File: src/rtl/ram_loader.sv
// Program-port master for the SAP-1 16x8 RAM: streams host bytes into addresses 0..DEPTH-1.
// Define LOADER_CHECKSUM_EN to expect a trailing checksum byte and flag mismatches on error.
module ram_loader #(
  parameter int ADDR_W   = 4,
  parameter int DATA_W   = 8,
  parameter int DEPTH    = 16,
  parameter int WR_PULSE = 1
) (
  input  logic              clk,
  input  logic              rst,
  input  logic              start,
  input  logic              in_valid,
  input  logic [DATA_W-1:0] in_data,
  output logic              in_ready,
  output logic              prg_mode,
  output logic [ADDR_W-1:0] prg_address,
  output logic [DATA_W-1:0] prg_data,
  output logic              prg_wr_en,
  output logic              busy,
  output logic              done,
  output logic              error
);
  localparam int PW = (WR_PULSE > 1) ? $clog2(WR_PULSE) : 1;
  localparam logic [ADDR_W-1:0] LAST_ADDR = ADDR_W'(DEPTH - 1);
  localparam logic [PW-1:0]     LAST_PLS  = PW'(WR_PULSE - 1);

  typedef enum logic [2:0] {IDLE, ACCEPT, SETUP, STROBE, HOLD, DONE, CHECK} state_t;

  state_t            state_q, state_d;
  logic              rdy_q, rdy_d;
  logic              mode_q, mode_d;
  logic [ADDR_W-1:0] addr_q, addr_d;
  logic [DATA_W-1:0] data_q, data_d;
  logic              wr_q, wr_d;
  logic              busy_q, busy_d;
  logic              done_q, done_d;
  logic [PW-1:0]     pcnt_q, pcnt_d;
`ifdef LOADER_CHECKSUM_EN
  logic [DATA_W-1:0] sum_q, sum_d;
  logic [DATA_W-1:0] ck_total;
  logic              err_q, err_d;
  assign ck_total = sum_q + in_data;
`endif

  always_ff @(posedge clk or posedge rst) begin
    if (rst) begin
      state_q <= IDLE;
      rdy_q   <= 1'b0;
      mode_q  <= 1'b0;
      addr_q  <= '0;
      data_q  <= '0;
      wr_q    <= 1'b0;
      busy_q  <= 1'b0;
      done_q  <= 1'b0;
      pcnt_q  <= '0;
`ifdef LOADER_CHECKSUM_EN
      sum_q   <= '0;
      err_q   <= 1'b0;
`endif
    end else begin
      state_q <= state_d;
      rdy_q   <= rdy_d;
      mode_q  <= mode_d;
      addr_q  <= addr_d;
      data_q  <= data_d;
      wr_q    <= wr_d;
      busy_q  <= busy_d;
      done_q  <= done_d;
      pcnt_q  <= pcnt_d;
`ifdef LOADER_CHECKSUM_EN
      sum_q   <= sum_d;
      err_q   <= err_d;
`endif
    end
  end

  always_comb begin
    state_d = state_q;
    rdy_d   = rdy_q;
    mode_d  = mode_q;
    addr_d  = addr_q;
    data_d  = data_q;
    wr_d    = wr_q;
    busy_d  = busy_q;
    done_d  = done_q;
    pcnt_d  = pcnt_q;
`ifdef LOADER_CHECKSUM_EN
    sum_d   = sum_q;
    err_d   = err_q;
`endif
    unique case (state_q)
      IDLE, DONE: if (start) begin
        state_d = ACCEPT;
        rdy_d   = 1'b1;
        mode_d  = 1'b1;
        busy_d  = 1'b1;
        done_d  = 1'b0;
        addr_d  = '0;
`ifdef LOADER_CHECKSUM_EN
        sum_d   = '0;
        err_d   = 1'b0;
`endif
      end
      ACCEPT: if (in_valid && rdy_q) begin
        data_d  = in_data;
        rdy_d   = 1'b0;
        state_d = SETUP;
`ifdef LOADER_CHECKSUM_EN
        sum_d   = ck_total;
`endif
      end
      // Address/data have been stable a full cycle before the strobe rises.
      SETUP: begin
        state_d = STROBE;
        wr_d    = 1'b1;
        pcnt_d  = '0;
      end
      STROBE: begin
        if (pcnt_q == LAST_PLS) begin
          state_d = HOLD;
          wr_d    = 1'b0;
        end else begin
          pcnt_d  = pcnt_q + PW'(1);
        end
      end
      HOLD: begin
        if (addr_q == LAST_ADDR) begin
`ifdef LOADER_CHECKSUM_EN
          state_d = CHECK;
          rdy_d   = 1'b1;
`else
          state_d = DONE;
          mode_d  = 1'b0;
          busy_d  = 1'b0;
          done_d  = 1'b1;
`endif
        end else begin
          addr_d  = addr_q + ADDR_W'(1);
          state_d = ACCEPT;
          rdy_d   = 1'b1;
        end
      end
`ifdef LOADER_CHECKSUM_EN
      CHECK: if (in_valid && rdy_q) begin
        err_d   = (ck_total != '0);
        rdy_d   = 1'b0;
        state_d = DONE;
        mode_d  = 1'b0;
        busy_d  = 1'b0;
        done_d  = 1'b1;
      end
`endif
      default: state_d = IDLE;
    endcase
  end

  assign in_ready    = rdy_q;
  assign prg_mode    = mode_q;
  assign prg_address = addr_q;
  assign prg_data    = data_q;
  assign prg_wr_en   = wr_q;
  assign busy        = busy_q;
  assign done        = done_q;
`ifdef LOADER_CHECKSUM_EN
  assign error       = err_q;
`else
  assign error       = 1'b0;
`endif
endmodule

File: config.mk
export PLATFORM = sky130hd
export DESIGN_NAME = ram_loader
export DESIGN_NICKNAME = d
export VERILOG_FILES = /design/src/rtl/ram_loader.sv
export SDC_FILE = /design/constraint.sdc
export NUM_CORES = 1
export LEC_CHECK = 0
export CORE_MARGIN = 2
export CORE_UTILIZATION = 46
export DETAILED_ROUTE_END_ITERATION = 8
export PLACE_DENSITY = 0.78
export SYNTH_ARGS = -nofsm -noshare
export SYNTH_HDL_FRONTEND = slang
export SYNTH_SLANG_ARGS = --single-unit
File: constraint.sdc
create_clock -name clk -period 2.8 [get_ports clk]
set_clock_uncertainty 0.2 [all_clocks]
set_input_delay 0.28 -clock clk [delete_from_list [all_inputs] [get_ports clk]]
set_output_delay 0.28 -clock clk [all_outputs]
set_load 0.03 [all_outputs]
Word level (Yosys, flattened, before mapping)
Index checks and enable logic that the tools add are counted.
- flip-flop bits (word level): 20
- bits of input ports: 12
- logic and storage cells: 54
- add/sub/neg operators: 2
- eq/ne operators: 11
- muxes and demuxes: 21
- reduce and logical (&&, ||, !) cells: 12
- operators with widths (kind ; number):
    $pmux 3 s5 ; 1
    $mux 3 ; 4
    $ne 2x2->1 const B ; 5
    $reduce_and 3->1 ; 3
    $mux 1 ; 8
    $mux 4 ; 2
    $pmux 1 s2 ; 4
    $pmux 4 s2 ; 1
    $eq 3x2->1 const B ; 2
    $eq 3x3->1 const B ; 2
    $add 4x1->4 const B ; 1
    $eq 4x4->1 const B ; 1
    $reduce_and 2->1 ; 2
    $reduce_and 4->1 ; 1
    $reduce_bool 2->1 ; 2
    $eq 3x1->1 const B ; 1
    $logic_not 3->1 ; 1
    $pmux 1 s3 ; 1
    $reduce_bool 3->1 ; 1
    $reduce_or 2->1 ; 1
    $add 1x1->1 const B ; 1
    $logic_and 1x1->1 ; 1

Logic depth before layout (Yosys ltp)
- depth in word-level cells: 4
- gate-level depth with buffers: 4

Worst setup path after synthesis
No wires, ideal clock.
- kind: reg-to-reg
- start: reg addr_q[0] (netlist: prg_address[0])
- end: reg done_q (netlist: done)
- data arrival time: 1.394 ns
- path slack: 1.085 ns
- cell stages (with the launch flop): 5
- path through: dfrtp_1 > ha_1 > and3_1 > a21o_1 > a22o_1
- word-level cells in the longest chain between the ends: 3
- RTL lines (item ; line ; RTL):
    start: declaration ; 32 ; logic [ADDR_W-1:0] addr_q, addr_d;
    start signal: assignment ; 64 ; addr_q <= addr_d;
    $eq 4x4->1 ; 127 ; if (addr_q == LAST_ADDR) begin
    $ne 2x2->1 (no line) ; -- ;
    $reduce_and 3->1 (no line) ; -- ;
    end signal: assignment ; 68 ; done_q <= done_d;
    end: declaration ; 36 ; logic done_q, done_d;
No other way between the ends.
A chain may end at the register's enable or synchronous reset.

Worst setup path after layout
- start: reg addr_q[3] (netlist: prg_address[3])
- end: out prg_address[3]
- RTL lines (item ; line ; RTL):
    end: declaration ; 16 ; output logic [ADDR_W-1:0] prg_address,
No word-level cell between the ends.

==> impl_metrics.csv <==
group,metric,value,unit
run_status,status,"complete, no violations",
grt,overflow,0,
setup_path,crit_path_start_kind,"flop",
clock_network,post_cts_buffers,0,
grt,grtUsageTotal,0.173,
hold_path,hold_path_class,"primary input to async pin",
sta,worstMarginPinSlew,0.734,ns
sta,fin_tns_setup,0,ns
setup_path,max_stage_delay,0.71,ns
sta,drv_slew,0,
setup_path,criticalPathCategory,"flop to primary output",
clock_network,cts_hold_buf,0,
final_layout,final_core_util,0.610,
logic_synthesis,ys_warn_count,0,
sta,fin_ws,0.849,ns
drt,totalWireLength,2040,um
final_layout,fillers,193,
final_layout,antenna_cells,0,
sta,fmax,513,MHz
sta,finalSetupViolations,0,
drt,vias_per_cell,5.47,
clock_network,cts_tree,"yes",
logic_synthesis,syn-num-nets,101,
logic_synthesis,synth_seq_area_share,0.459,
logic_synthesis,synth_edf_count,0,
setup_path,cp.arrival,1.47,ns
setup_path,cp-end-kind,"primary output",
setup_path,cp_num_buf_inv,1,
clock_network,worstSkewPairLatency,0.30,ns
clock_network,cts-buffers-inserted,3,
sta,fin_crit_sh,0.697,
setup_path,crit_cells,1,
floorplanning,die_area,0.00265,mm^2
pwr,power_density,1090,mW/mm^2
clock_network,numClockSinks,19,
floorplanning,dieWidth,51.4,um
final_layout,final_common_cell,"clkdlybuf4s50_1",
logic_synthesis,synthArstFlopShare,1.00,
logic_synthesis,synth_seq_cells,19,
setup_path,path_delay_family,"buffers and inverters",
pwr,ir_drop,596,uV
setup_path,cp-startpoint,"prg_address[3]$_DFFE_PP0P_",
setup_path,r2r_slack,1.12,ns
pwr,p_leak,0.582,nW
setup_path,r2r_start,"prg_address[0]$_DFFE_PP0P_",
logic_synthesis,synth_area_per_cell,11.8,um^2
drt,drc,0,
grt,grt_pass1_wl,3440,um
final_layout,final_cell_mix,"28 x clkdlybuf4s50_1, 19 x dfrtp_1, 8 x mux2_4, 8 x nand3_1",
logic_synthesis,synth.distinct_cells,36,
placement,dp_slack,0.987,ns
sta,max_slew_margin,0.510,
clock_network,clockBufferDepth,2,
logic_synthesis,ys.flop_type,"dfrtp_1",
placement,place.gp.congestion,0.778,
floorplanning,initial_core_util,0.477,
floorplanning,ios,30,
floorplanning,coreArea,0.00217,mm^2
drt,antenna_left,0,
drt,firstDrtPassIters,4,
setup_path,cpMaxStageDelayCell,"clkdlybuf4s50_1",
grt,antenna_found_initial,0,
floorplanning,rows,17,
flow_run,drv_cap,0,
drt,vias,777,
logic_synthesis,synth_area,0.00103,mm^2
final_layout,layout.nets,128,
clock_network,post_cts_resized,0,
logic_synthesis,synth_cells,88,
clock_network,path_clk_slew,0.11,ns
grt,grt_pass1_vias,773,
clock_network,cts-root-buf,"clkbuf_4",
grt,grt_max_degree,20,
drt,wire_per_inst,14.3,um
sta,final_hold_viol_count,0,
placement,place.port_buffers,28,
sta,rsz0062_at_grt,"no",
setup_path,path_cells,"clkdlybuf4s50_1",
setup_path,crit_required,2.32,ns
clock_network,htreeDepth,1,
drt,drt_iter0_markers,6,
final_layout,layout-drive-gt1-share,0.158,
setup_path,r2r_end,"done$_DFFE_PP0P_",
placement,dp_hpwl,1490,um
setup_path,cp_max_fo,6,
setup_path,cp-endpoint,"prg_address[3]",
setup_path,r2r_cells,4,
final_layout,area_delta_synth_final,27.9,%
floorplanning,die_y,51.4,um
sta,fin_crit,1.95,ns
layer usage:
metal	vias up	routed length, um	part of all wire	GRT usage
met5	-	0	0	0
met4	0	0	0	0.0263
met3	0	143	0.070	0.0556
met2	28	968	0.48	0.299
met1	380	924	0.45	0.214
li1	369	-	-	-
flip-flops by register name, indices dropped and copies added (netlist names):
| name | count |
|---|---|
| prg_data | 8 |
| prg_address | 4 |
| state_q | 3 |
| busy | 1 |
| done | 1 |
| in_ready | 1 |
| prg_wr_en | 1 |
synthesized netlist by cell type, types with 2 or more instances:
master / count / share of area
inv_1: 4 / 0.015
buf_4: 2 / 0.015
nand3_1: 8 / 0.039
a22o_1: 3 / 0.025
nand2_1: 4 / 0.015
nand2b_1: 2 / 0.012
dfrtp_1: 19 / 0.46
o21ai_1: 4 / 0.019
o21ai_0: 3 / 0.015
buf_6: 3 / 0.033
a21oi_1: 2 / 0.0097
a2bb2oi_1: 2 / 0.017
nor2b_1: 2 / 0.012
mux2_4: 8 / 0.12
worst min-delay path by stage:
stage	cells after the start	slack [ns]	startpoint	end
2_1_floorplan	1	0.03	rst	busy$_DFFE_PP0P_
3_3_place_gp	2	0.27	prg_wr_en$_DFFE_PP0P_	prg_wr_en$_DFFE_PP0P_
3_5_place_dp	2	0.28	prg_wr_en$_DFFE_PP0P_	prg_wr_en$_DFFE_PP0P_
4_1_cts	2	0.22	rst	state_q[1]$_DFFE_PP0P_
5_1_grt	2	0.25	rst	prg_data[0]$_DFFE_PP0P_
6_report	2	0.19	rst	state_q[1]$_DFFE_PP0P_
area by class of cell:
class | instances | area [um^2] | share of cell area
Multi-Input combinational cell | 59 | 490 | 0.371
Sequential cell | 19 | 475 | 0.359
Timing Repair Buffer | 28 | 280 | 0.212
Tap cell | 28 | 35.0 | 0.0265
Clock buffer | 3 | 22.5 | 0.0170
Inverter | 4 | 15.0 | 0.0113
Clock inverter | 1 | 5.00 | 0.00378
power breakdown:
part	internal (mW)	total, mW	switching (mW)
sequential	0.383	0.519	0.136
combinational	0.395	0.782	0.387
clock	0.0532	0.140	0.0868
total	0.831	1.44	0.610
cells by family after synthesis:
group	Yosys count	synth area share
compound gates	22	0.150
other cells	1	0.00362
simple gates	26	0.183
fa+ha+maj	1	0.0121
flops	19	0.459
buf+inv	10	0.0665
mux	9	0.126
stage by stage:
step	instances	hold WS, ns	instance area, um^2	power [mW]
after global routing	142	0.248	1320	1.54
after CTS	142	0.217	1320	1.45
after global placement	138	0.268	1300	1.29
after floorplan	88	0.0311	1030	1.09
final	142	0.194	1320	1.44
after detailed placement	138	0.282	1300	1.31
Note: power is estimated with default switching activity, not from simulation.
